### src/rtl/jellyvl_multiplier_unsigned_multicycle.sv
// Shift-and-add unsigned multiply-accumulate (A*B+C), one multiplicand bit per enabled cycle.
// Result valid MULTIPLICAND_WIDTH enabled cycles after acceptance; s_ready stays low until the result is taken.
module jellyvl_multiplier_unsigned_multicycle #(
  parameter int MULTIPLICAND_WIDTH = 32,
  parameter int MULTIPLIER_WIDTH   = 32,
  parameter int ADDEND_WIDTH       = MULTIPLIER_WIDTH,
  parameter int PRODUCT_WIDTH      = MULTIPLICAND_WIDTH + MULTIPLIER_WIDTH
) (
  input  logic                          reset,
  input  logic                          clk,
  input  logic                          cke,
  input  logic [MULTIPLICAND_WIDTH-1:0] s_multiplicand,
  input  logic [MULTIPLIER_WIDTH-1:0]   s_multiplier,
  input  logic [ADDEND_WIDTH-1:0]       s_addend,
  input  logic                          s_valid,
  output logic                          s_ready,
  output logic [PRODUCT_WIDTH-1:0]      m_product,
  output logic                          m_valid,
  input  logic                          m_ready
);

  localparam int FULL_WIDTH = MULTIPLIER_WIDTH + MULTIPLICAND_WIDTH;
  localparam int CNT_CLOG   = $clog2(MULTIPLICAND_WIDTH + 1);
  localparam int CNT_WIDTH  = (CNT_CLOG < 1) ? 1 : CNT_CLOG;

  generate
    if (ADDEND_WIDTH > MULTIPLIER_WIDTH) begin : g_addend_width_check
      $error("ADDEND_WIDTH must not exceed MULTIPLIER_WIDTH");
    end
  endgenerate

  typedef enum logic [1:0] {IDLE, BUSY, DONE} state_t;

  state_t                        state;
  state_t                        state_next;
  logic [MULTIPLIER_WIDTH-1:0]   mcand;
  logic [MULTIPLIER_WIDTH-1:0]   acc_hi;
  logic [MULTIPLICAND_WIDTH-1:0] acc_lo;
  logic [CNT_WIDTH-1:0]          cnt;
  logic [MULTIPLIER_WIDTH:0]     sum;
  logic [FULL_WIDTH-1:0]         shifted;

  always_ff @(posedge clk or posedge reset) begin
    if (reset) begin
      state <= IDLE;
    end else if (cke) begin
      state <= state_next;
    end
  end

  always_comb begin
    state_next = state;
    case (state)
      IDLE:    if (s_valid) state_next = BUSY;
      BUSY:    if (cnt == CNT_WIDTH'(1)) state_next = DONE;
      DONE:    if (m_ready) state_next = IDLE;
      default: state_next = IDLE;
    endcase
  end

  assign s_ready = (state == IDLE);
  assign m_valid = (state == DONE);

  // Carry out of the partial sum lands in the MSB of acc_hi after the shift.
  always_comb begin
    sum     = {1'b0, acc_hi} + (acc_lo[0] ? {1'b0, mcand} : '0);
    shifted = FULL_WIDTH'({sum, acc_lo} >> 1);
  end

  always_ff @(posedge clk or posedge reset) begin
    if (reset) begin
      mcand  <= '0;
      acc_hi <= '0;
      acc_lo <= '0;
      cnt    <= '0;
    end else if (cke) begin
      case (state)
        IDLE: begin
          if (s_valid) begin
            mcand  <= s_multiplier;
            acc_hi <= MULTIPLIER_WIDTH'(s_addend);
            acc_lo <= s_multiplicand;
            cnt    <= CNT_WIDTH'(MULTIPLICAND_WIDTH);
          end
        end
        BUSY: begin
          {acc_hi, acc_lo} <= shifted;
          cnt              <= cnt - CNT_WIDTH'(1);
        end
        default: ;
      endcase
    end
  end

  assign m_product = PRODUCT_WIDTH'({acc_hi, acc_lo});

endmodule

### config.mk
export PLATFORM = sky130hd
export DESIGN_NAME = jellyvl_multiplier_unsigned_multicycle
export DESIGN_NICKNAME = d
export VERILOG_FILES = /design/src/rtl/jellyvl_multiplier_unsigned_multicycle.sv
export SDC_FILE = /design/constraint.sdc
export NUM_CORES = 1
export LEC_CHECK = 0
export CAP_MARGIN = 20
export CORE_MARGIN = 3
export CORE_UTILIZATION = 45
export DETAILED_ROUTE_END_ITERATION = 16
export PLACE_DENSITY = 0.82
export SLEW_MARGIN = 5
export SYNTH_ARGS = -nofsm -noshare
export SYNTH_HDL_FRONTEND = slang
export SYNTH_SLANG_ARGS = --single-unit
### constraint.sdc
create_clock -name clk -period 3.3 [get_ports clk]
set_input_delay 0.495 -clock clk [delete_from_list [all_inputs] [get_ports clk]]
set_output_delay 0.495 -clock clk [all_outputs]
set_load 0.01 [all_outputs]
# == Yosys cells after proc, flatten, opt, wreduce, memory -nomap -nowiden ==
# Cells that the tools add are included.
# op_classes
n_addsub,2
n_eq_ne,6
muxes,11
n_reduce_logical,5
# ops
operator,count
one-hot mux 32 bit (2 select lines),2
2-to-1 mux 32 bit,3
adder 32 x 32 -> 33 bit,1
one-hot mux 6 bit (2 select lines),1
"equality test 6 x 1 -> 1 bit, second input constant",1
2-to-1 mux 2 bit,3
2-to-1 mux 6 bit,1
one-hot mux 2 bit (3 select lines),1
AND reduction 3 bit,2
"subtractor 6 x 1 -> 6 bit, second input constant",1
"inequality test 2 bit, second input constant",2
AND reduction 4 bit,1
"equality test 2 x 1 -> 1 bit, second input constant",1
"equality test 2 bit, second input constant",1
logical NOT 2 bit,1
"inequality test 2 x 1 -> 1 bit, second input constant",1
nonzero test 2 bit,1
# totals
register_bits,104
input_bits,101
out_inout_bits,66
word_cells,29

# == Logic depth before layout (Yosys ltp) ==
# Gate-level depths: netlist of run 1.
# logic_depth
ltp_word,3
depth_mapped,11
mapped_depth_nobuf,10

# == Least setup slack after synthesis of run 1 ==
# OpenSTA, ideal clock, no wires.
# synth_path
path_type,reg-to-reg
start,reg acc_lo[0]
end,reg acc_hi[29]
setup_ns,0.065
t_arrival_ns,2.821
setup_slack_ns,0.414
path_stages_with_launch,12
synth_period_minus_slack_ns,2.886
path_cell_list,dfrtp_1 > clkbuf_1 > and2_1 > ha_1 > fa_1 > a21o_1 > a221o_1 > a211oi_2 > o21ai_1 > o21ai_2 > mux2i_1 > o221a_2
# synth_via
elab_chain_len,3
# synth_rtl
item,line,source
start: declaration,38,logic [MULTIPLICAND_WIDTH-1:0] acc_lo;
start signal: assignment,82,acc_lo <= s_multiplicand;
start signal: assignment,87,"{acc_hi, acc_lo} <= shifted;"
2-to-1 mux 32 bit,66,"sum = {1'b0, acc_hi} + (acc_lo[0] ? {1'b0, mcand} : '0);"
adder 32 x 32 -> 33 bit,66,
one-hot mux 32 bit (2 select lines),77,case (state)
end signal: assignment,81,acc_hi <= MULTIPLIER_WIDTH'(s_addend);
end signal: assignment,87,
end: declaration,37,logic [MULTIPLIER_WIDTH-1:0] acc_hi;
# Every way passes these cells.
# A chain may end at the register's enable or synchronous reset.

# == Worst setup path after layout of run 1 ==
# layout_path
start,reg acc_lo[0]
end,reg acc_hi[30]
# The elaborated chain is that of the path after synthesis.

==> metrics.yaml, run 1 <==
clk_latency_ps: 360
cts_tree: "yes"
port_buffers: 166
start_util_pct: 46.7
holdBufCountCts: 0
grt_pass1_vias: 6272
switching_share_pct: 46.0
cts_root_buf: "clkbuf_16"
seq_power_share_pct: 25.2
syn-mean-instance-area_sq_um: 8.65
dp_hpwl_mm: 14.4
grt_max_degree: 61
synth_compound_area_share_pct: 20.1
rows: 43
syn_area_sq_um: 6590
synth_area_leaders: "dfrtp_1 (40%), nand2_1 (7.1%), ha_1 (6.5%)"
power.density_nw_per_um2: 1120
min_path_cells: 1
nFillCells: 1223
min_to: "mcand[30]$_DFFE_PP0P_"
cts_sinks: 104
synthSimpleGateAreaFrac_pct: 20.3
synthMuxAreaShare_pct: 6.99
finalPower_w: 0.00980
synth_fa_ha_area_share_pct: 6.76
core-area_sq_um: 14100
numCtsBuffers: 9
async_reset_ff_share_pct: 100
antenna_found_initial: 0
cap_violations: 0
crit_fanout: 20
min_period_over_period_pct: 92.5
timing.rr.end: "acc_hi[30]$_DFFE_PP0P_"
synth_cell_types: 57
h-tree-depth: 3
post-cts-setup-buffer-count: 0
rsz0062_at_grt: "no"
ys_seq_area_share_pct: 39.5
setup_viol: 0
clkTransAtPathRegs_ps: 70
cp.required_ps: 3550
synth_edf_count: 0
synth-main-ff-cell: "dfrtp_1"
drc: 0
place.gp.congestion: 0.951
met2_usage_pct: 40.0
post_cts_resized: 0
vdd_drop_max_mv: 0.562
grt_pass1_wl_mm: 31.4
grt_util_met1_pct: 30.6
p_clk_share_pct: 10.8
cts_buffer_depth: 2
dieArea_sq_um: 16100
synth_top_area_share_pct: 39.5
internal-power_w: 0.00529
utilization_pct: 61.8
setup_tns_ps: 0
hold_violations: 0
grt_usage_pct: 24.1
nets: 1042
leakagePower_nw: 3.79
reg2reg_from: "acc_lo[0]$_DFFE_PP0P_"
maxSlewHeadroom_pct: 51.3
hp-class: "flip-flop to flip-flop"
r2r_cells: 10
period_minus_slack_ps: 3050
yosys_warnings: 0
wl_per_cell_um: 17.7
dr_total_vias: 6341
worst_pin_slew_ps: 728
area_growth_pct: 32.4
gr-usage-met3_pct: 8.28
drv_slew: 0
final_cell_mix: "clkdlybuf4s50_1 (166), nand2_1 (123), dfrtp_1 (104)"
hold_ws_ps: 504
fin_skew_ps: 14.5
syn_inst: 761
die_h_um: 127
ys_seq_elements: 104
firstDrtPassIters: 6
status: "complete, no violations"
synth_top_family_by_area: "simple AND/OR/NAND/NOR gates"
end_kind: "flip-flop"
synth-xor-area-share_pct: 2.93
regToRegSetupSlack_ps: 250
start_kind: "flip-flop"
power_frac_comb_pct: 64.0
synth_fp_nets: 897
die_w_um: 127
viasPerCell: 5.81
drt-initial-drc-count: 474
drt_wl_total_mm: 19.3
p_sw_w: 0.00451
worstPathArrival_ps: 3300
top_usage_layer: "met2"
layout_commonest_cell: "clkdlybuf4s50_1"
ant_nets: 0
ioPinCount: 167
antenna_cells: 0
min_from: "mcand[30]$_DFFE_PP0P_"
fmax_mhz: 328
synth.largest_area_cell: "dfrtp_1"
grt_overflow: 0
crit_type: "flip-flop to flip-flop"
drive_gt1_share_pct: 8.01
## kinds of logic (layout without fill, tap and decap cells)
group | count (synthesis) | after routing
and+or+nand+nor | 291 | 291
AOI/OAI and AO/OA | 208 | 208
DFF | 104 | 104
buffers and inverters | 59 | 209
muxes | 42 | 42
adders and majority gates | 35 | 35
xor gates and xnor gates | 22 | 22
## power by group through the flow
stage               Clock, W  Combinational (W)  Sequential [W]
floorplan                  0            0.00406         0.00248
global placement           0            0.00609         0.00246
detailed placement         0            0.00619         0.00249
CTS                  0.00108            0.00623         0.00247
global route         0.00113            0.00692         0.00256
finish               0.00106            0.00627         0.00247
## synthesized netlist by cell type, types with 12 or more instances
cell type  number
and2_1         33
nand2_1       124
ha_1           34
and3_1         12
mux2_2         32
clkbuf_1       39
or3_1          13
dfrtp_1       104
a21o_1         20
a21oi_1        41
nor2_1         65
nor3_1         14
o22ai_1        14
o21ai_0        45
a31oi_1        39
xnor2_1        12
## registers in the layout (all words and copies together) (netlist names)
register	cells
state	2
mcand	32
cnt	6
acc_hi	32
acc_lo	32
## per-stage QoR
| stage | instance area, sq um | std cells | setup WS (ps) |
|---|---|---|---|
| 6_report | 8720 | 1091 | 248 |
| 5_1_grt | 8720 | 1091 | 14.8 |
| 4_1_cts | 8720 | 1091 | 314 |
| 3_5_place_dp | 8430 | 1075 | 334 |
| 3_3_place_gp | 8430 | 1075 | 367 |
| 2_1_floorplan | 6590 | 761 | 72.8 |
## how the worst max path moves through the flow
stage                                startpoint                     end  slack (ps)  cells after the start
after CTS                 acc_lo[0]$_DFFE_PP0P_  acc_hi[30]$_DFFE_PP0P_         310                     10
after floorplan                           reset   acc_hi[0]$_DFFE_PP0P_          70                      1
after global placement    acc_lo[0]$_DFFE_PP0P_  acc_hi[31]$_DFFE_PP0P_         370                     10
after detailed placement  acc_lo[0]$_DFFE_PP0P_  acc_hi[30]$_DFFE_PP0P_         330                     10
final                     acc_lo[0]$_DFFE_PP0P_  acc_hi[30]$_DFFE_PP0P_         250                     10
after global routing      acc_lo[0]$_DFFE_PP0P_  acc_hi[30]$_DFFE_PP0P_          10                     10
## layout make-up
class | instances | area [sq um] | area share [%]
inverter | 11 | 43.8 | 0.502
timing repair buffer | 182 | 1790 | 20.6
clock buffer | 10 | 229 | 2.63
clock inverter | 6 | 61.3 | 0.703
tap | 180 | 225 | 2.58
sequential | 104 | 2600 | 29.9
multi-input combinational | 598 | 3760 | 43.1
## metal layers
| layer | up-vias | share of wire (%) |
|---|---|---|
| li1 | 3020 | - |
| met3 | 27 | 9.9 |
| met2 | 296 | 47 |
| met5 | - | 0 |
| met1 | 2998 | 41 |
| met4 | 0 | 1.7 |
## critical path, stage by stage, from the launching register on
cell and delay, ps:
dfrtp_1 400, buf_4 200, and2_1 150, ha_1 410, nand4_1 150, nor3_1 520
o2111ai_1 210, o311ai_0 220, o21ai_0 370, mux2i_1 240, nor2_1 70
Power figures use the tool's default switching activity.
==> inputs of run 2 (changes only) <==
--- a/config.mk
+++ b/config.mk
@@ -5,6 +5,7 @@
 export SDC_FILE = /design/constraint.sdc
 export NUM_CORES = 1
 export LEC_CHECK = 0
+export ABC_CLOCK_PERIOD_IN_PS = 3300
 export CAP_MARGIN = 20
 export CORE_MARGIN = 3
 export CORE_UTILIZATION = 45
==> results of run 2 <==
Same layout as run 1: the final DEF is identical, and so are final timing and power.
